## src/rtl/uart_cmd_handler.sv

```systemverilog
// ============================================================================
// Module   : uart_cmd_handler (+ uart_rx, uart_tx primitives)
// Brief    : Binary UART command parser loading glitch timing registers.
//            Optional register readback when UART_CMD_READBACK_EN is defined.
// Revision : 1.0 - initial release
// ============================================================================
`default_nettype none

module uart_rx #(
    parameter int CLK_FREQ  = 50_000_000,
    parameter int BAUD_RATE = 115200
) (
    input  logic       clk,
    input  logic       rst,
    input  logic       rx,
    output logic       valid,
    output logic [7:0] data
);
    localparam int CPB = CLK_FREQ / BAUD_RATE;
    localparam int CTW = $clog2(CPB + 1);

    logic [1:0]     sync;
    logic           active;
    logic [3:0]     idx;
    logic [CTW-1:0] cnt;

    always_ff @(posedge clk or posedge rst) begin
        if (rst) begin
            sync   <= 2'b11;
            active <= 1'b0;
            idx    <= 4'd0;
            cnt    <= '0;
            valid  <= 1'b0;
            data   <= 8'h00;
        end else begin
            sync  <= {sync[0], rx};
            valid <= 1'b0;
            if (!active) begin
                if (!sync[1]) begin
                    active <= 1'b1;
                    cnt    <= CTW'(CPB / 2);
                    idx    <= 4'd0;
                end
            end else if (cnt == '0) begin
                cnt <= CTW'(CPB - 1);
                idx <= idx + 4'd1;
                // idx 0 re-checks the start bit at mid-bit to reject glitches
                if (idx == 4'd0) begin
                    if (sync[1]) active <= 1'b0;
                end else if (idx <= 4'd8) begin
                    data <= {sync[1], data[7:1]};
                end else begin
                    active <= 1'b0;
                    valid  <= sync[1];
                end
            end else begin
                cnt <= cnt - CTW'(1);
            end
        end
    end
endmodule

module uart_tx #(
    parameter int CLK_FREQ  = 50_000_000,
    parameter int BAUD_RATE = 115200
) (
    input  logic       clk,
    input  logic       rst,
    input  logic       en,
    input  logic [7:0] data,
    output logic       tx,
    output logic       busy
);
    localparam int CPB = CLK_FREQ / BAUD_RATE;
    localparam int CTW = $clog2(CPB + 1);

    logic [8:0]     shreg;
    logic [3:0]     bitn;
    logic [CTW-1:0] cnt;

    always_ff @(posedge clk or posedge rst) begin
        if (rst) begin
            tx    <= 1'b1;
            busy  <= 1'b0;
            shreg <= 9'h1FF;
            bitn  <= 4'd0;
            cnt   <= '0;
        end else if (!busy) begin
            if (en) begin
                tx    <= 1'b0;
                busy  <= 1'b1;
                shreg <= {1'b1, data};
                bitn  <= 4'd9;
                cnt   <= CTW'(CPB - 1);
            end
        end else if (cnt == '0) begin
            cnt <= CTW'(CPB - 1);
            if (bitn == 4'd0) begin
                busy <= 1'b0;
            end else begin
                tx    <= shreg[0];
                shreg <= {1'b1, shreg[8:1]};
                bitn  <= bitn - 4'd1;
            end
        end else begin
            cnt <= cnt - CTW'(1);
        end
    end
endmodule

module uart_cmd_handler #(
    parameter int CLK_FREQ       = 50_000_000,
    parameter int BAUD_RATE      = 115200,
    parameter int DELAY_BYTES    = 2,
    parameter int WIDTH_BYTES    = 1,
    parameter int PULSES_BYTES   = 1,
    parameter int SPACING_BYTES  = 2,
    parameter int TIMEOUT_CYCLES = 500_000
) (
    input  logic                       clk,
    input  logic                       rst,
    input  logic                       uart_rx_i,
    output logic                       uart_tx_o,
    output logic [8*DELAY_BYTES-1:0]   delay_o,
    output logic [8*WIDTH_BYTES-1:0]   width_o,
    output logic [8*PULSES_BYTES-1:0]  num_pulses_o,
    output logic [8*SPACING_BYTES-1:0] pulse_spacing_o,
    output logic                       pulse_en,
    output logic                       busy_o
);
    localparam int MAXB_A = (DELAY_BYTES > WIDTH_BYTES) ? DELAY_BYTES : WIDTH_BYTES;
    localparam int MAXB_B = (PULSES_BYTES > SPACING_BYTES) ? PULSES_BYTES : SPACING_BYTES;
    localparam int MAXB   = (MAXB_A > MAXB_B) ? MAXB_A : MAXB_B;
    localparam int SW     = 8 * MAXB;
    localparam int CW     = $clog2(MAXB + 1);
    localparam int TW     = $clog2(TIMEOUT_CYCLES + 1);

    localparam logic [7:0] CMD_DELAY = 8'h64, CMD_WIDTH = 8'h77, CMD_PULSES = 8'h6E;
    localparam logic [7:0] CMD_SPACE = 8'h73, CMD_ARM = 8'h67;
    localparam logic [7:0] RESP_ACK  = 8'h6B, RESP_NAK = 8'h3F;

    localparam logic [2:0] S_IDLE = 3'd0, S_PAYLOAD = 3'd1, S_RESP = 3'd2, S_GAP = 3'd3;
    localparam logic [2:0] T_DELAY = 3'd0, T_WIDTH = 3'd1, T_PULSES = 3'd2, T_SPACE = 3'd3;
`ifdef UART_CMD_READBACK_EN
    localparam logic [7:0] CMD_READ = 8'h72;
    localparam logic [2:0] S_RB = 3'd4, T_RSEL = 3'd4;
`endif

    logic          rx_valid, tx_busy, tx_en;
    logic [7:0]    rx_data, tx_data, resp;
    logic [2:0]    state, state_next, target;
    logic [SW-1:0] shadow, shadow_next;
    logic [CW-1:0] byte_cnt;
    logic [TW-1:0] tmo;
    logic          sel_ok;

    uart_rx #(.CLK_FREQ(CLK_FREQ), .BAUD_RATE(BAUD_RATE)) u_rx (
        .clk(clk), .rst(rst), .rx(uart_rx_i), .valid(rx_valid), .data(rx_data)
    );

    uart_tx #(.CLK_FREQ(CLK_FREQ), .BAUD_RATE(BAUD_RATE)) u_tx (
        .clk(clk), .rst(rst), .en(tx_en), .data(tx_data), .tx(uart_tx_o), .busy(tx_busy)
    );

    assign shadow_next = (shadow << 8) | SW'(rx_data);
    assign sel_ok = (rx_data == CMD_DELAY) || (rx_data == CMD_WIDTH) ||
                    (rx_data == CMD_PULSES) || (rx_data == CMD_SPACE);

`ifdef UART_CMD_READBACK_EN
    logic [SW-1:0] rb_val;
    logic [CW-1:0] rb_cnt;
    logic          rb_active;
    logic [7:0]    rb_byte;
    assign rb_byte = 8'(rb_val >> {rb_cnt - CW'(1), 3'b000});
`endif

    always_ff @(posedge clk or posedge rst) begin
        if (rst) state <= S_IDLE;
        else     state <= state_next;
    end

    always_comb begin
        state_next = state;
        case (state)
            S_IDLE: begin
                if (rx_valid) begin
                    if (sel_ok) state_next = S_PAYLOAD;
`ifdef UART_CMD_READBACK_EN
                    else if (rx_data == CMD_READ) state_next = S_PAYLOAD;
`endif
                    else state_next = S_RESP;
                end
            end
            S_PAYLOAD: begin
                if (rx_valid) begin
                    if (byte_cnt == CW'(1)) begin
                        state_next = S_RESP;
`ifdef UART_CMD_READBACK_EN
                        if (target == T_RSEL && sel_ok) state_next = S_RB;
`endif
                    end
                end else if (tmo == TW'(1)) begin
                    state_next = S_RESP;
                end
            end
            S_RESP: if (!tx_busy) state_next = S_GAP;
`ifdef UART_CMD_READBACK_EN
            S_GAP:  state_next = rb_active ? S_RB : S_IDLE;
            S_RB:   state_next = S_RESP;
`else
            S_GAP:  state_next = S_IDLE;
`endif
            default: state_next = S_IDLE;
        endcase
    end

    always_comb begin
        busy_o = (state != S_IDLE);
    end

    always_ff @(posedge clk or posedge rst) begin
        if (rst) begin
            delay_o         <= '0;
            width_o         <= '0;
            num_pulses_o    <= '0;
            pulse_spacing_o <= '0;
            pulse_en        <= 1'b0;
            tx_en           <= 1'b0;
            tx_data         <= 8'h00;
            resp            <= 8'h00;
            target          <= T_DELAY;
            shadow          <= '0;
            byte_cnt        <= '0;
            tmo             <= '0;
`ifdef UART_CMD_READBACK_EN
            rb_val          <= '0;
            rb_cnt          <= '0;
            rb_active       <= 1'b0;
`endif
        end else begin
            pulse_en <= 1'b0;
            tx_en    <= 1'b0;
            case (state)
                S_IDLE: if (rx_valid) begin
                    shadow   <= '0;
                    tmo      <= TW'(TIMEOUT_CYCLES);
                    resp     <= (rx_data == CMD_ARM) ? RESP_ACK : RESP_NAK;
                    pulse_en <= (rx_data == CMD_ARM);
                    case (rx_data)
                        CMD_DELAY:  begin target <= T_DELAY;  byte_cnt <= CW'(DELAY_BYTES);   end
                        CMD_WIDTH:  begin target <= T_WIDTH;  byte_cnt <= CW'(WIDTH_BYTES);   end
                        CMD_PULSES: begin target <= T_PULSES; byte_cnt <= CW'(PULSES_BYTES);  end
                        CMD_SPACE:  begin target <= T_SPACE;  byte_cnt <= CW'(SPACING_BYTES); end
`ifdef UART_CMD_READBACK_EN
                        CMD_READ:   begin target <= T_RSEL;   byte_cnt <= CW'(1);             end
`endif
                        default: ;
                    endcase
                end
                S_PAYLOAD: begin
                    if (rx_valid) begin
                        shadow   <= shadow_next;
                        byte_cnt <= byte_cnt - CW'(1);
                        tmo      <= TW'(TIMEOUT_CYCLES);
                        if (byte_cnt == CW'(1)) begin
                            resp <= RESP_ACK;
                            case (target)
                                T_DELAY:  delay_o         <= shadow_next[8*DELAY_BYTES-1:0];
                                T_WIDTH:  width_o         <= shadow_next[8*WIDTH_BYTES-1:0];
                                T_PULSES: num_pulses_o    <= shadow_next[8*PULSES_BYTES-1:0];
                                T_SPACE:  pulse_spacing_o <= shadow_next[8*SPACING_BYTES-1:0];
`ifdef UART_CMD_READBACK_EN
                                T_RSEL: begin
                                    resp      <= RESP_NAK;
                                    rb_active <= sel_ok;
                                    case (rx_data)
                                        CMD_DELAY:  begin rb_val <= SW'(delay_o);         rb_cnt <= CW'(DELAY_BYTES);   end
                                        CMD_WIDTH:  begin rb_val <= SW'(width_o);         rb_cnt <= CW'(WIDTH_BYTES);   end
                                        CMD_PULSES: begin rb_val <= SW'(num_pulses_o);    rb_cnt <= CW'(PULSES_BYTES);  end
                                        CMD_SPACE:  begin rb_val <= SW'(pulse_spacing_o); rb_cnt <= CW'(SPACING_BYTES); end
                                        default: ;
                                    endcase
                                end
`endif
                                default: ;
                            endcase
                        end
                    end else if (tmo == TW'(1)) begin
                        resp <= RESP_NAK;
                    end else begin
                        tmo <= tmo - TW'(1);
                    end
                end
                S_RESP: if (!tx_busy) begin
                    tx_en   <= 1'b1;
                    tx_data <= resp;
                end
`ifdef UART_CMD_READBACK_EN
                // Emit remaining value bytes MSB first, then the trailing ACK
                S_RB: begin
                    if (rb_cnt != '0) begin
                        resp   <= rb_byte;
                        rb_cnt <= rb_cnt - CW'(1);
                    end else begin
                        resp      <= RESP_ACK;
                        rb_active <= 1'b0;
                    end
                end
`endif
                default: ;
            endcase
        end
    end
endmodule

`default_nettype wire

```

## config.mk

```make
export PLATFORM = sky130hd
export DESIGN_NAME = uart_cmd_handler
export DESIGN_NICKNAME = d
export VERILOG_FILES = /design/src/rtl/uart_cmd_handler.sv
export SDC_FILE = /design/constraint.sdc
export NUM_CORES = 1
export LEC_CHECK = 0
export ABC_AREA = 1
export BUFFER_PORTS_ARGS = -buffer_cell sky130_fd_sc_hd__buf_2
export CORE_ASPECT_RATIO = 1.75
export CORE_MARGIN = 4
export CORE_UTILIZATION = 38
export CTS_CLUSTER_DIAMETER = 120
export DETAILED_ROUTE_END_ITERATION = 12
export PLACE_DENSITY_LB_ADDON = 0.05
export SETUP_SLACK_MARGIN = 0.1
export SLEW_MARGIN = 40
export SYNTH_ARGS = -nofsm -noshare
export SYNTH_HDL_FRONTEND = slang
export SYNTH_SLANG_ARGS = --single-unit
```

## constraint.sdc

```tcl
create_clock -name clk -period 5.8 [get_ports clk]
set_input_delay 0.58 -clock clk [delete_from_list [all_inputs] [get_ports clk]]
set_output_delay 0.58 -clock clk [all_outputs]
set_load 0.005 [all_outputs]
```

==> results of run 1 <==
==> metal layers <==
metal  track usage  share of wire  vias to the layer above
li1              -              -                     2482
met1         0.186           0.41                     2356
met2         0.294           0.55                       76
met3        0.0316          0.026                       16
met4        0.0638          0.017                        0
met5             0              0                        -
==> synth_stat cells, types with 2 or more instances <==
cell type	count	area (sq um)
nand2_1	192	721
dfrtp_1	126	3150
inv_1	85	319
o21ai_0	85	425
nor2_1	55	206
nand3_1	36	180
o21ai_2	15	131
o22ai_1	14	87.6
xor2_1	13	114
ha_1	12	150
o21ai_1	12	60.1
dfstp_2	11	289
clkbuf_1	10	37.5
nor2_2	9	56.3
nand4_1	8	50.1
nand2_2	7	43.8
inv_2	5	18.8
nor3_1	5	25.0
xnor2_1	5	43.8
a21oi_1	4	20.0
buf_6	4	45.0
nand2_4	3	33.8
nor2_4	3	33.8
a211oi_1	2	15.0
buf_2	2	10.0
nand3_4	2	35.0
nand3b_1	2	15.0
nor2_8	2	40.0
==> worst min path at each step <==
stage / start / depth (start not counted) / endpoint / slack, ns
after floorplan: u_rx.sync[0] / 0 / u_rx.sync[1] / 0.35
after global placement: u_rx.sync[0] / 0 / u_rx.sync[1] / 0.35
after detailed placement: u_rx.sync[0] / 0 / u_rx.sync[1] / 0.35
after CTS: uart_rx_i / 1 / u_rx.sync[0] / 0.24
after global routing: rst / 2 / pulse_spacing_o[0] / 0.09
final: rst / 2 / delay_o[2] / 0.09
==> sequential cells by signal, summed over array words and instances (netlist names), 9 cells and up <==
name and cells:
tmo 19, delay_o 16, pulse_spacing_o 16, u_rx.cnt 9
u_tx.cnt 9
==> cell type report <==
| cell class | count | area [sq um] | share of cell area |
|---|---|---|---|
| Multi-Input combinational cell | 492 | 2550 | 0.339 |
| Inverter | 91 | 352 | 0.0468 |
| Tap cell | 224 | 280 | 0.0373 |
| Clock inverter | 13 | 133 | 0.0176 |
| Clock buffer | 19 | 443 | 0.0589 |
| Timing Repair Buffer | 56 | 320 | 0.0426 |
| Sequential cell | 137 | 3440 | 0.458 |
==> cells by family after synthesis <==
group | Yosys count
AOI/OAI and AO/OA | 135
adders and majority gates | 12
DFF | 137
xor gates and xnor gates | 18
and+or+nand+nor | 327
buffers and inverters | 108
==> power breakdown <==
group	internal [W]	switching, W
Clock	0.000614	0.000455
Sequential	0.000957	0.000000153
Combinational	0.00000456	0.0000196
Total	0.00158	0.000474
==> worst max-delay path: cells and delay by family, from the launching register on <==
kind,cells,cell delay (ns)
simple gates,3,1.01
fa+ha+maj,1,0.54
flops,1,0.42
compound gates,1,0.31
buf+inv,1,0.12
==> through the flow <==
stage | hold WS (ns) | area (sq um) | setup WS (ns) | instances
floorplan | 0.345 | 6440 | 1.57 | 737
global placement | 0.346 | 6890 | 3.21 | 998
detailed placement | 0.347 | 6890 | 3.03 | 998
CTS | 0.239 | 7460 | 3.03 | 1030
global route | 0.0886 | 7520 | 2.94 | 1032
finish | 0.0888 | 7520 | 3.30 | 1032
==> impl_metrics.toml, run 1 <==
[outcome]
status = "finished, final reports clean"

[worst_hold_path]
min_path_type = "in -> async"

[sta]
fmax_mhz = 400
post-route-period-util = 0.431
grt_setup_unrepaired = "no"
slew_viol_final = 0
tightestPinTransition_ns = 0.591
setup-tns-final_ns = 0
slew_headroom = 0.606
worst_clock_skew_ns = 0.0150
min_period_ns = 2.50
finalHoldViolations = 0
setup_violations = 0

[power_and_ir_drop]
peakVddDrop_mv = 0.169
powerDensity_nw_per_um2 = 273
power.leakage_nw = 3.74
total_power_w = 0.00205

[worst_setup_path]
end_kind = "flop"
cp.arrival_ns = 2.82
criticalPathCategory = "reg -> reg"
crit_path_cell_trace = "inv_1, ha_1, nand2_1, nor2_1, nand2_2, o21ai_0"
rrSetupSlack_ns = 3.30
setup.worst_path.end = "pulse_spacing_o[14]"
critPathRequiredTime_ns = 6.12
r2r_end = "pulse_spacing_o[14]"
slowest_stage = "ha_1"
critPathLaunchType = "flop"
critical_path.max_fanout = 32
r2r_cells = 6
reg2reg_from = "state[1]"
slowest_delay_ns = 0.54
startpoint = "state[1]"

[yosys]
synthMuxAreaShare = 0
yosysWarnings = 0
ys_ff_latch = 137
synth-compound-area-share = 0.119
synthXorXnorAreaFrac = 0.0245
async_reset_ff_frac = 1.00
synth-simple-area-share = 0.228
synth_cell_types = 36
synth_nets = 752
synthCells = 737
synth_edf_count = 0
synthAdderAreaFrac = 0.0233
netlist_area_sq_um = 6440
synth_top_family_by_area = "simple AND/OR/NAND/NOR gates"
synthFlopType = "dfrtp_1"
ys_seq_area_frac = 0.535
postSynthAreaPerCell_sq_um = 8.73

[place]
port_buffers = 53
gp_congestion = 0.810
place_hpwl_um = 10200

[final_layout]
area_growth_pct = 16.8
layout_commonest_cell = "nand2_1"
insertedDiodeCount = 0
fill_cells = 1639
final_cell_mix = "nand2_1, dfrtp_1, o21ai_0, inv_1, nor2_1"
drive_above_1_share = 0.184
final_core_util = 0.455
num-nets-final = 810

[drt]
num_vias = 4930
drt_iter0_drc = 221
finalWirelength_um = 14800
vias_per_cell = 4.78
wl_per_cell_um = 14.3
ant_nets = 0
drc = 0
drt_pass1_iterations = 4

[cts]
cts_buffers = 17
clk_pin_slew_worst_paths_ns = 0.06
ctsHoldBuffers = 0
cts_tree = "done"
clockBufferDepth = 2
htree_levels = 4
clock_latency_ns = 0.42
post-cts-setup-buffers = 0
clock-root-buffer = "clkbuf_16"
numClockSinks = 137
ctsResizeCount = 0

[global_routing]
grt_max_degree = 83
grt_use_total = 0.163
grt_pass1_vias = 4963
gr-total-overflow = 0
antenna_found_initial = 0
grt_first_pass_wirelength_um = 24800

[job]
drv_cap = 0

[die]
dieArea_sq_um = 19200
die_h_um = 180
start_util = 0.390
io_pins = 54
core_area_sq_um = 16500
rows = 62
fp.dieW_um = 106
Power figures use the tool's default switching activity.
==> inputs of run 2 (changes only) <==
==> constraint.sdc (replaced) <==
create_clock -name clk -period 2.1 [get_ports clk]
set_input_delay 0.21 -clock clk [delete_from_list [all_inputs] [get_ports clk]]
set_output_delay 0.21 -clock clk [all_outputs]
set_load 0.005 [all_outputs]
==> impl_metrics.toml, run 2 (synthesis gave the netlist of run 1 again) <==
[sta]
finalHoldViolations = 0
fmax_mhz = 551
grt_setup_unrepaired = "no"
post-route-period-util = 0.865
slew_headroom = 0.649
setup_violations = 0
slew_viol_final = 0
min_period_ns = 1.82
setup-tns-final_ns = 0
worst_clock_skew_ns = 0.0154
tightestPinTransition_ns = 0.525

[power_and_ir_drop]
clkPwrFrac = 0.527
cellInternalPower_w = 0.00436
seqPwrFrac = 0.461
sw_frac_of_total = 0.239
peakVddDrop_mv = 0.463
power.leakage_nw = 3.83
powerDensity_nw_per_um2 = 745
p_switching_w = 0.00137
power_frac_comb = 0.012

[place]
place_hpwl_um = 10500
place_area_sq_um = 7000
port_buffers = 53
gp_congestion = 0.809
placed_cells = 1010

[cts]
clockBufferDepth = 2
clock-root-buffer = "clkbuf_16"
clk_pin_slew_worst_paths_ns = 0.07
cts_tree = "done"
htree_levels = 4
cts_buffers = 17
numClockSinks = 137
clock_latency_ns = 0.42

[global_routing]
antenna_found_initial = 0
grt_first_pass_wirelength_um = 25300
gr-total-overflow = 0
grt_use_total = 0.165
grt_pass1_vias = 5019
grt_max_degree = 62

[drt]
finalWirelength_um = 14800
drc = 0
wl_per_cell_um = 14.1
drt_iter0_drc = 200
vias_per_cell = 4.72
num_vias = 4964
drt_pass1_iterations = 4
ant_nets = 0

[worst_setup_path]
critPathLaunchType = "flop"
path_common_cell = "inv_1"
criticalPathCategory = "reg -> reg"
slowest_delay_ns = 0.40
critPathRequiredTime_ns = 2.40
rrSetupSlack_ns = 0.28
critical_path.max_fanout = 16
end_kind = "flop"
cp.arrival_ns = 2.11
crit_path_cell_trace = "inv_1, ha_1, nand2_1, inv_1, nor2_4, nand2_4, inv_6, o21ai_0"
slowest_stage = "dfrtp_2"

[die]
core_area_sq_um = 16500
die_h_um = 180
fp.dieW_um = 106
io_pins = 54
rows = 62
dieArea_sq_um = 19200
start_util = 0.390

[final_layout]
layout.cells.non_filler = 1051
num-nets-final = 829
largest_register_ffs = 19
drive_above_1_share = 0.206
area_growth_pct = 19.6
top_regs = "tmo x19, delay_o x16, pulse_spacing_o x16"
final_cell_mix = "nand2_1, dfrtp_1, inv_1, o21ai_0, nor2_1"
insertedDiodeCount = 0
layout_commonest_cell = "nand2_1"
regMostFlops = "tmo"
stdcell_area_sq_um = 7700

[job]
drv_cap = 0

[outcome]
status = "finished, final reports clean"

[worst_hold_path]
min_path_type = "in -> async"
## run 2: path summary, 6_finish.rpt
kind	cells after the start	end	startpoint
max	8	tmo[14]	state[0]
min	3	shadow[1]	rst
max reg2reg	8	tmo[14]	state[0]
min reg2reg	0	u_rx.sync[1]	u_rx.sync[0]
max in group asynchronous	4	u_tx.shreg[7]	rst
min in group clk	0	u_rx.sync[1]	u_rx.sync[0]
## run 2: metal layers
| layer | global-route usage | vias to the layer above | wire length [um] |
|---|---|---|---|
| li1 | - | 2531 | - |
| met4 | 0.0493 | 0 | 185 |
| met3 | 0.0351 | 15 | 353 |
| met2 | 0.295 | 54 | 7950 |
| met5 | 0 | - | 0 |
| met1 | 0.195 | 2364 | 6340 |
## run 2: metrics by stage
stage | hold WS [ns] | worst slack, ns | total power, W | util
final | 0.356 | 0.284 | 0.00573 | 0.466
after global routing | 0.366 | 0.107 | 0.00594 | 0.466
after CTS | 0.357 | 0.207 | 0.00582 | 0.461
after detailed placement | 0.263 | 0.208 | 0.00276 | 0.424
after global placement | 0.260 | 0.288 | 0.00276 | 0.424
after floorplan | 0.214 | 0.192 | 0.00273 | -
## run 2: worst max-delay path, delay by kind of cell, from the launching register on
kind | cells | cell delay (ns)
flops | 1 | 0.40
buf+inv | 3 | 0.35
fa+ha+maj | 1 | 0.29
compound gates | 1 | 0.10
simple gates | 3 | 0.54
## run 2: layout make-up
cell class	instances	area, sq um
fill	1606	8830
sequential	137	3440
multi-input combinational	493	2570
timing repair buffer	74	453
clock buffer	17	425
inverter	91	350
tap	224	280
clock inverter	15	175
## run 2: what timing repair did
item,in CTS,in global routing
gates resized for setup,0,7
setup buffers,0,6
hold buffers,2,0
hold endpoints to repair,17,0
endpoints found under the setup margin,0,44
## run 2: power by group through the flow
stage / Combinational [W] / Clock (W) / Sequential, W
after global routing: 0.0000822 / 0.00322 / 0.00264
after CTS: 0.0000758 / 0.00310 / 0.00264
after detailed placement: 0.0000727 / 0 / 0.00269
after global placement: 0.0000723 / 0 / 0.00269
final: 0.0000696 / 0.00302 / 0.00264
after floorplan: 0.0000401 / 0 / 0.00269
==> inputs of run 3 (changes only) <==
==> constraint.sdc (replaced) <==
create_clock -name clk -period 2.2 [get_ports clk]
set_input_delay 0.22 -clock clk [delete_from_list [all_inputs] [get_ports clk]]
set_output_delay 0.22 -clock clk [all_outputs]
set_load 0.005 [all_outputs]
==> impl_metrics.toml, run 3 (synthesis gave the netlist of run 1 again) <==
[global_routing]
gr-total-overflow = 0
antenna_found_initial = 0
grt_pass1_vias = 4991
grt_max_degree = 44
grt_use_total = 0.163
grtUsageMet2 = 0.289
grt_first_pass_wirelength_um = 24900
grt_util_met3 = 0.0341
gr-max-usage-layer = "met2"
met1_usage = 0.190

[cts]
htree_levels = 4
clock-root-buffer = "clkbuf_16"
clockBufferDepth = 2
clk_pin_slew_worst_paths_ns = 0.06
numClockSinks = 137
cts_buffers = 17
ctsResizeCount = 0
post-cts-setup-buffers = 0
clock_latency_ns = 0.42
ctsHoldBuffers = 2
cts_tree = "done"

[job]
drv_cap = 0

[worst_setup_path]
critical_path.max_fanout = 16
startpoint = "state[1]"
setup.worst_path.end = "tmo[14]"
critPathRequiredTime_ns = 2.50
criticalPathCategory = "reg -> reg"
rrSetupSlack_ns = 0.31
r2r_end = "tmo[14]"
r2r_cells = 10
critPathLaunchType = "flop"
reg2reg_from = "state[1]"
cp.arrival_ns = 2.18
end_kind = "flop"

[final_layout]
insertedDiodeCount = 0
area_growth_pct = 18.4
layout.cells.non_filler = 1044
num-nets-final = 822
largest_register_ffs = 19
drive_above_1_share = 0.191
top_regs = "tmo x19, delay_o x16, pulse_spacing_o x16"
regMostFlops = "tmo"
final_cell_mix = "nand2_1, dfrtp_1, o21ai_0, inv_1, nor2_1"
layout_commonest_cell = "nand2_1"
stdcell_area_sq_um = 7620

[sta]
fmax_mhz = 530
tightestPinTransition_ns = 0.649
worst_clock_skew_ns = 0.0157
setup_violations = 0
slew_viol_final = 0
min_period_ns = 1.89
setup-tns-final_ns = 0
grt_setup_unrepaired = "no"
worst_slack_ns = 0.315
post-route-period-util = 0.857
slew_headroom = 0.567
finalHoldViolations = 0

[drt]
drt_pass1_iterations = 5
vias_per_cell = 4.74
finalWirelength_um = 14500
wl_per_cell_um = 13.9
drt_iter0_drc = 214
ant_nets = 0
drc = 0
num_vias = 4950

[power_and_ir_drop]
peakVddDrop_mv = 0.443
power.leakage_nw = 3.80
powerDensity_nw_per_um2 = 720

[die]
start_util = 0.390
rows = 62
core_area_sq_um = 16500
fp.dieW_um = 106
dieArea_sq_um = 19200
die_h_um = 180
io_pins = 54

[place]
dpl_worst_slack_ns = 0.320
placed_cells = 1010
gp_congestion = 0.826
place_area_sq_um = 7000
port_buffers = 53
place_hpwl_um = 10500

[outcome]
status = "finished, final reports clean"

[worst_hold_path]
min_path_type = "reg -> reg"
hp-start = "u_rx.sync[0]"
run 3: power breakdown:
group,internal (W),total (W),switching (W)
clock,0.00173,0.00290,0.00116
combinational,0.0000139,0.0000667,0.0000528
sequential,0.00252,0.00252,0.000000393
run 3: stage by stage:
step	util	hold slack, ns	total power [W]
finish	0.461	0.355	0.00549
global route	0.461	0.365	0.00568
CTS	0.461	0.356	0.00557
detailed placement	0.424	0.326	0.00264
global placement	0.424	0.328	0.00264
floorplan	-	0.224	0.00261
run 3: worst min path at each step:
| stage | to | slack (ns) | cells past startpoint |
|---|---|---|---|
| 4_1_cts | u_rx.sync[1] | 0.36 | 0 |
| 2_1_floorplan | u_rx.sync[0] | 0.22 | 0 |
| 5_1_grt | u_rx.sync[1] | 0.36 | 0 |
| 3_3_place_gp | u_tx.bitn[2] | 0.33 | 2 |
| 3_5_place_dp | u_rx.sync[0] | 0.33 | 1 |
| 6_report | u_rx.sync[1] | 0.35 | 0 |
run 3: area by class of cell:
cell class	count	area [sq um]
Clock buffer	19	443
Clock inverter	13	156
Fill cell	1648	8900
Inverter	91	350
Multi-Input combinational cell	492	2540
Sequential cell	137	3440
Tap cell	224	280
Timing Repair Buffer	68	408
run 3: routing by layer:
metal / vias to the layer above / share of wire
li1: 2519 / -
met2: 79 / 0.54
met1: 2334 / 0.41
met3: 18 / 0.030
met4: 0 / 0.020
met5: - / 0
run 3: worst max-delay path, cell delays in order (launching register included):
cell and delay, ns:
dfrtp_1 0.42, inv_1 0.11, ha_1 0.17, buf_4 0.20
inv_2 0.09, o21ai_2 0.26, nand2_4 0.12, nand2_4 0.16
inv_6 0.09, nand2_1 0.06, o21ai_0 0.07
